--- src/rtl/rr_sched_pkg.sv ---
// Shared definitions for the burst round-robin scheduler.
//   state_t        : scheduler state encoding (IDLE, BURST)
//   MAX_N          : largest supported requester count
//   onehot_to_idx  : binary index of the set bit in a one-hot vector
package rr_sched_pkg;

  localparam int MAX_N = 16;

  typedef enum logic [0:0] {
    IDLE  = 1'b0,
    BURST = 1'b1
  } state_t;

  // The caller zero-extends to MAX_N bits. An all-zero input returns 0.
  function automatic logic [3:0] onehot_to_idx(input logic [MAX_N-1:0] oh);
    logic [3:0] idx;
    idx = '0;
    for (int i = 0; i < MAX_N; i++) begin
      if (oh[i]) idx = idx | 4'(i);
    end
    return idx;
  endfunction

endpackage

--- src/rtl/rr_pick.sv ---
// Combinational round-robin picker. It finds the first set request bit,
// scanning upward from ptr and wrapping from N-1 to 0.
// Ports:
//   req     in  N    request vector
//   ptr     in  IDW  highest-priority position
//   any     out 1    at least one request is set
//   pick    out N    one-hot winner (zero when any=0)
//   pick_id out IDW  binary index of the winner
module rr_pick
  import rr_sched_pkg::*;
#(
  parameter int N = 4,
  localparam int IDW = $clog2(N)
) (
  input  logic [N-1:0]   req,
  input  logic [IDW-1:0] ptr,
  output logic           any,
  output logic [N-1:0]   pick,
  output logic [IDW-1:0] pick_id
);

  logic [N-1:0] rot;
  logic [N-1:0] rot_pick;

  // Rotate so that the ptr position lands at bit 0. This also works when N
  // is not a power of two, because the doubled vector is shifted by at
  // most N-1.
  assign rot      = N'({req, req} >> ptr);
  // Isolate the lowest set bit.
  assign rot_pick = rot & (~rot + N'(1));
  // Rotate back: take the upper half of the doubled vector shifted left.
  assign pick     = N'({rot_pick, rot_pick} << ptr >> N);

  assign any      = |req;
  assign pick_id  = IDW'(onehot_to_idx(MAX_N'(pick)));

endmodule

--- src/rtl/burst_rr_scheduler.sv ---
// Burst round-robin scheduler. It hands one beat-oriented resource to one
// of N requesters for a whole burst of req_len+1 beats. It arbitrates only
// while idle, and always leaves one idle cycle between bursts.
// Ports:
//   clk, rst   clock; synchronous active-high reset
//   req        N         per-requester burst request (level)
//   req_len    N*LEN_W   per-requester burst length minus 1
//   res_ready  1         resource accepts the current beat
//   grant      N         registered one-hot owner (zero when idle)
//   gnt_id     IDW       binary index of the owner (zero when idle)
//   busy       1         burst in progress
//   beat_fire  1         beat transferred this cycle
//   last_beat  1         owner is on its final beat
//   done       1         final beat transferred this cycle
//
// state | meaning
// IDLE  | no owner; arbitrate among requests this cycle
// BURST | grant held; count beats down to zero against res_ready
module burst_rr_scheduler
  import rr_sched_pkg::*;
#(
  parameter int N = 4,
  parameter int LEN_W = 4,
  localparam int IDW = $clog2(N)
) (
  input  logic               clk,
  input  logic               rst,
  input  logic [N-1:0]       req,
  input  logic [N*LEN_W-1:0] req_len,
  input  logic               res_ready,
  output logic [N-1:0]       grant,
  output logic [IDW-1:0]     gnt_id,
  output logic               busy,
  output logic               beat_fire,
  output logic               last_beat,
  output logic               done
);

  state_t           state_q;
  logic [N-1:0]     grant_q;
  logic [IDW-1:0]   gnt_id_q;
  logic [LEN_W-1:0] cnt_q;
  logic [IDW-1:0]   ptr_q;

  logic             pick_any;
  logic [N-1:0]     pick;
  logic [IDW-1:0]   pick_id;
  logic [LEN_W-1:0] len_sel;
  logic [IDW-1:0]   ptr_next;

  rr_pick #(.N(N)) u_pick (
    .req     (req),
    .ptr     (ptr_q),
    .any     (pick_any),
    .pick    (pick),
    .pick_id (pick_id)
  );

  always_comb begin
    len_sel = '0;
    for (int i = 0; i < N; i++) begin
      if (pick[i]) len_sel = req_len[i*LEN_W +: LEN_W];
    end
  end

  // An explicit wrap keeps the pointer in range when N is not a power of two.
  assign ptr_next = (pick_id == IDW'(N-1)) ? '0 : pick_id + 1'b1;

  always_ff @(posedge clk) begin
    if (rst) begin
      state_q  <= IDLE;
      grant_q  <= '0;
      gnt_id_q <= '0;
      cnt_q    <= '0;
      ptr_q    <= '0;
    end else begin
      case (state_q)
        IDLE: begin
          if (pick_any) begin
            state_q  <= BURST;
            grant_q  <= pick;
            gnt_id_q <= pick_id;
            cnt_q    <= len_sel;
            ptr_q    <= ptr_next;
          end
        end
        BURST: begin
          if (res_ready) begin
            if (cnt_q == '0) begin
              state_q  <= IDLE;
              grant_q  <= '0;
              gnt_id_q <= '0;
            end else begin
              cnt_q <= cnt_q - 1'b1;
            end
          end
        end
        default: state_q <= IDLE;
      endcase
    end
  end

  assign grant     = grant_q;
  assign gnt_id    = gnt_id_q;
  assign busy      = (state_q == BURST);
  assign beat_fire = busy & res_ready;
  assign last_beat = busy & (cnt_q == '0);
  assign done      = beat_fire & last_beat;

  a_grant_onehot0: assert property (@(posedge clk) disable iff (rst)
    $onehot0(grant_q));
  a_busy_matches_grant: assert property (@(posedge clk) disable iff (rst)
    busy == (|grant_q));

endmodule

--- config.mk ---
export PLATFORM = sky130hd
export DESIGN_NAME = burst_rr_scheduler
export DESIGN_NICKNAME = d
export VERILOG_FILES = /design/src/rtl/rr_sched_pkg.sv /design/src/rtl/rr_pick.sv /design/src/rtl/burst_rr_scheduler.sv
export SDC_FILE = /design/constraint.sdc
export NUM_CORES = 1
export LEC_CHECK = 0
export BUFFER_PORTS_ARGS = -buffer_cell sky130_fd_sc_hd__buf_2
export CORE_UTILIZATION = 49
export DETAILED_ROUTE_END_ITERATION = 10
export PLACE_DENSITY = 0.87
export SETUP_SLACK_MARGIN = 0.5
export SYNTH_ARGS = -nofsm -noshare
export SYNTH_HDL_FRONTEND = slang
export SYNTH_SLANG_ARGS = --single-unit
--- constraint.sdc ---
create_clock -name clk -period 2.25 [get_ports clk]
set_clock_uncertainty 0.05 [all_clocks]
set_input_delay 0.225 -clock clk [delete_from_list [all_inputs] [get_ports clk]]
set_output_delay 0.225 -clock clk [all_outputs]
set_load 0.02 [all_outputs]
==> results.md <==
- I/O pins: 33
- Highest clock rate: 583 MHz
- CTS max path bufs: 2
- Status: finished clean
- Unrepaired setup endpoints after global routing: yes
- Comb pwr share: 0.443
- Post-synthesis net count: 134
- Core Region: 1760 µm²
- Post-synthesis register bit count: 13
- Port-buffer cells: 32
- Seq/Total Area, Yosys: 0.274
- Slowest CP cell: dfxtp_2
- Crit-path max FO: 11
- # Max-Cap Violations: 0
- Post-place instance area: 1120 µm²
- Tcrit/Tclk final: 0.762
- DR DRC count: 0
- Worst-Margin Slew: 0.468 ns
- Avg Cell Area, Syn: 8.63 µm²
- Syn. warnings: 0
- DR vias/cell: 6.01
- Yosys cell types: 50
- Sw frac: 0.388
- Area Overhead vs Synth: 27.9%
- Via count: 1,033
- Post-synth EDFFs: 0
- Hold_sp: rst
- CTS tree: built
- Final WL: 2700 µm
- Post-synthesis cell area: 950 µm²
- FF-to-FF Start: ptr_q[1]
- Final Instance Area: 1210 µm²
- Iteration-0 DRC Markers: 42
- Finish-stage setup viols: 0
- Multi-input logic area: 659 µm²
- Overflow after GRT: 0
- Final net count: 172
- Final Hold Fails: 0
- CP Capture Type: register
- Main synth FF type: dfxtp_1
- Routability congestion estimate: 0.916
- Initial Util: 0.538
- Clock slew at reported path FFs: 0.09 ns
- Peak supply drop: 0.449 mV
- Pins Over Slew Limit: 0
- Critical Path RT: 2.37 ns
- Root buffer cell: clkbuf_4
- Site Rows: 15
- Skew-Pair Late Insertion Delay: 0.29 ns
- Final Critical Period: 1.71 ns
- Pre-antenna DRT Iters: 6
- Slew headroom: 0.685
- # hold bufs at CTS: 0
- Routed length per instance: 15.7 µm
- Mapped Cells: 110
- Seq pwr share: 0.368
- P_int: 0.000500 W
- Antenna violations before repair: 0
- Total Power: 0.000816 W
- Die Area: 2120 µm²
- Switching pwr: 0.000317 W
- Power Density: 672 nW/µm²
- Critical-path cell list: a21oi_1, o211a_1, and2_4, a2111oi_4, o32ai_2
- CP max stage delay: 0.45 ns
- CTS Buf Count: 3
- WP data arrival: 1.83 ns
- First-pass GRT wire length: 3980 µm
- Post-DP HPWL: 1950 µm
- Worst hold slack: 0.140 ns
- Reg-to-Reg End: cnt_q[0]
- WHS Endpoint: busy
- Register area: 265 µm²
- Min-delay worst type: in -> reg
- # fillers: 152
- Lkg Pwr: 0.551 nW
- Vias in the first global route: 948
- R2R Setup Slk: 0.54 ns
- Tot GR Track Use: 0.267
- Chip Width: 46.0 µm
- Antenna Diode Count: 0
- Hold path depth: 2
- Critical path class: reg -> reg
- Most common cell after layout, fill and taps aside: buf_2
- Die Height: 46.0 µm
- Clock tree sinks: 13
- Clock power frac: 0.189
- Largest net degree at the start of global routing: 13
- Routed Antenna Nets: 0
- CTS H-tree depth: 1
- Fraction of layout cells with a size suffix above 1: 0.442
- Cells on worst reg2reg path: 5
- CP startpoint kind: register
- FFs w/ async S/R, synth: 0
- Final setup TNS: 0 ns
- Commonest cells after routing, fill and taps aside: 30 x buf_2, 11 x nand2_1, 9 x dfxtp_1
## sequential cells by signal (all words and copies together), names as in the netlist
signal / count
ptr_q: 2
gnt_id: 2
grant: 4
cnt_q: 4
busy: 1
## timing repair
action / CTS / global route
resized for setup: 7 / 8
pin swaps: 1 / 4
setup endpoints to repair: 10 / 7
buffers inserted: 1 / 3
## logic make-up (layout without fill, tap and decap cells)
group                      count (synthesis)  count (layout)  synth area share
adders and majority gates                  1               1            0.0132
DFF                                       13              13             0.274
buffers and inverters                     11              48            0.0593
and+or+nand+nor                           48              48             0.290
AOI/OAI and AO/OA                         37              37             0.364
## critical path, delay by kind of cell (launching register included)
kind	cells	cell delay [ns]
AOI/OAI and AO/OA	4	0.88
DFF	1	0.45
and+or+nand+nor	1	0.20
## area by class of cell
class,instances,area share
Clock buffer,4,0.0216
Inverter,7,0.0216
Multi-Input combinational cell,86,0.543
Sequential cell,13,0.218
Tap cell,25,0.0257
Timing Repair Buffer,37,0.170
## worst max path at each step
| stage | depth (start not counted) | startpoint | endpoint | slack (ns) |
|---|---|---|---|---|
| after floorplan | 8 | cnt_q[0] | grant[0] | 0.58 |
| after global placement | 7 | cnt_q[0] | cnt_q[0] | 0.41 |
| after detailed placement | 7 | cnt_q[0] | cnt_q[2] | 0.35 |
| after CTS | 6 | cnt_q[0] | done | 0.49 |
| after global routing | 5 | ptr_q[0] | cnt_q[0] | 0.49 |
| final | 5 | ptr_q[1] | cnt_q[0] | 0.54 |
## cell usage after synthesis, types with 3 or more instances
library cell  count  share of area
and2_4            3          0.028
nand2_1          12          0.047
dfxtp_1          13           0.27
nor2_1            7          0.028
a21oi_1           6          0.032
nor3_1            6          0.032
a22oi_1           3          0.024
inv_1             7          0.028
o21ai_0           3          0.016
## per-layer routing
layer	up-vias	global-route usage	wire [µm]
met4	0	0.182	104
met5	-	0	0
met2	45	0.434	1330
li1	491	-	-
met1	486	0.319	1130
met3	11	0.0397	136
## power by group through the flow
stage	registers (W)	logic, W	clock network [W]
floorplan	0.000296	0.000228	0
global placement	0.000297	0.000305	0
detailed placement	0.000300	0.000311	0
CTS	0.000299	0.000329	0.000158
global route	0.000305	0.000389	0.000167
finish	0.000300	0.000362	0.000154
## per-stage QoR
step / std cells / utilization / worst slack, ns
6_report: 172 / 0.689 / 0.536
5_1_grt: 172 / 0.689 / 0.491
4_1_cts: 169 / 0.664 / 0.493
3_5_place_dp: 164 / 0.634 / 0.355
3_3_place_gp: 164 / 0.634 / 0.414
2_1_floorplan: 110 / - / 0.578
Note: power is estimated with default switching activity, not from simulation.
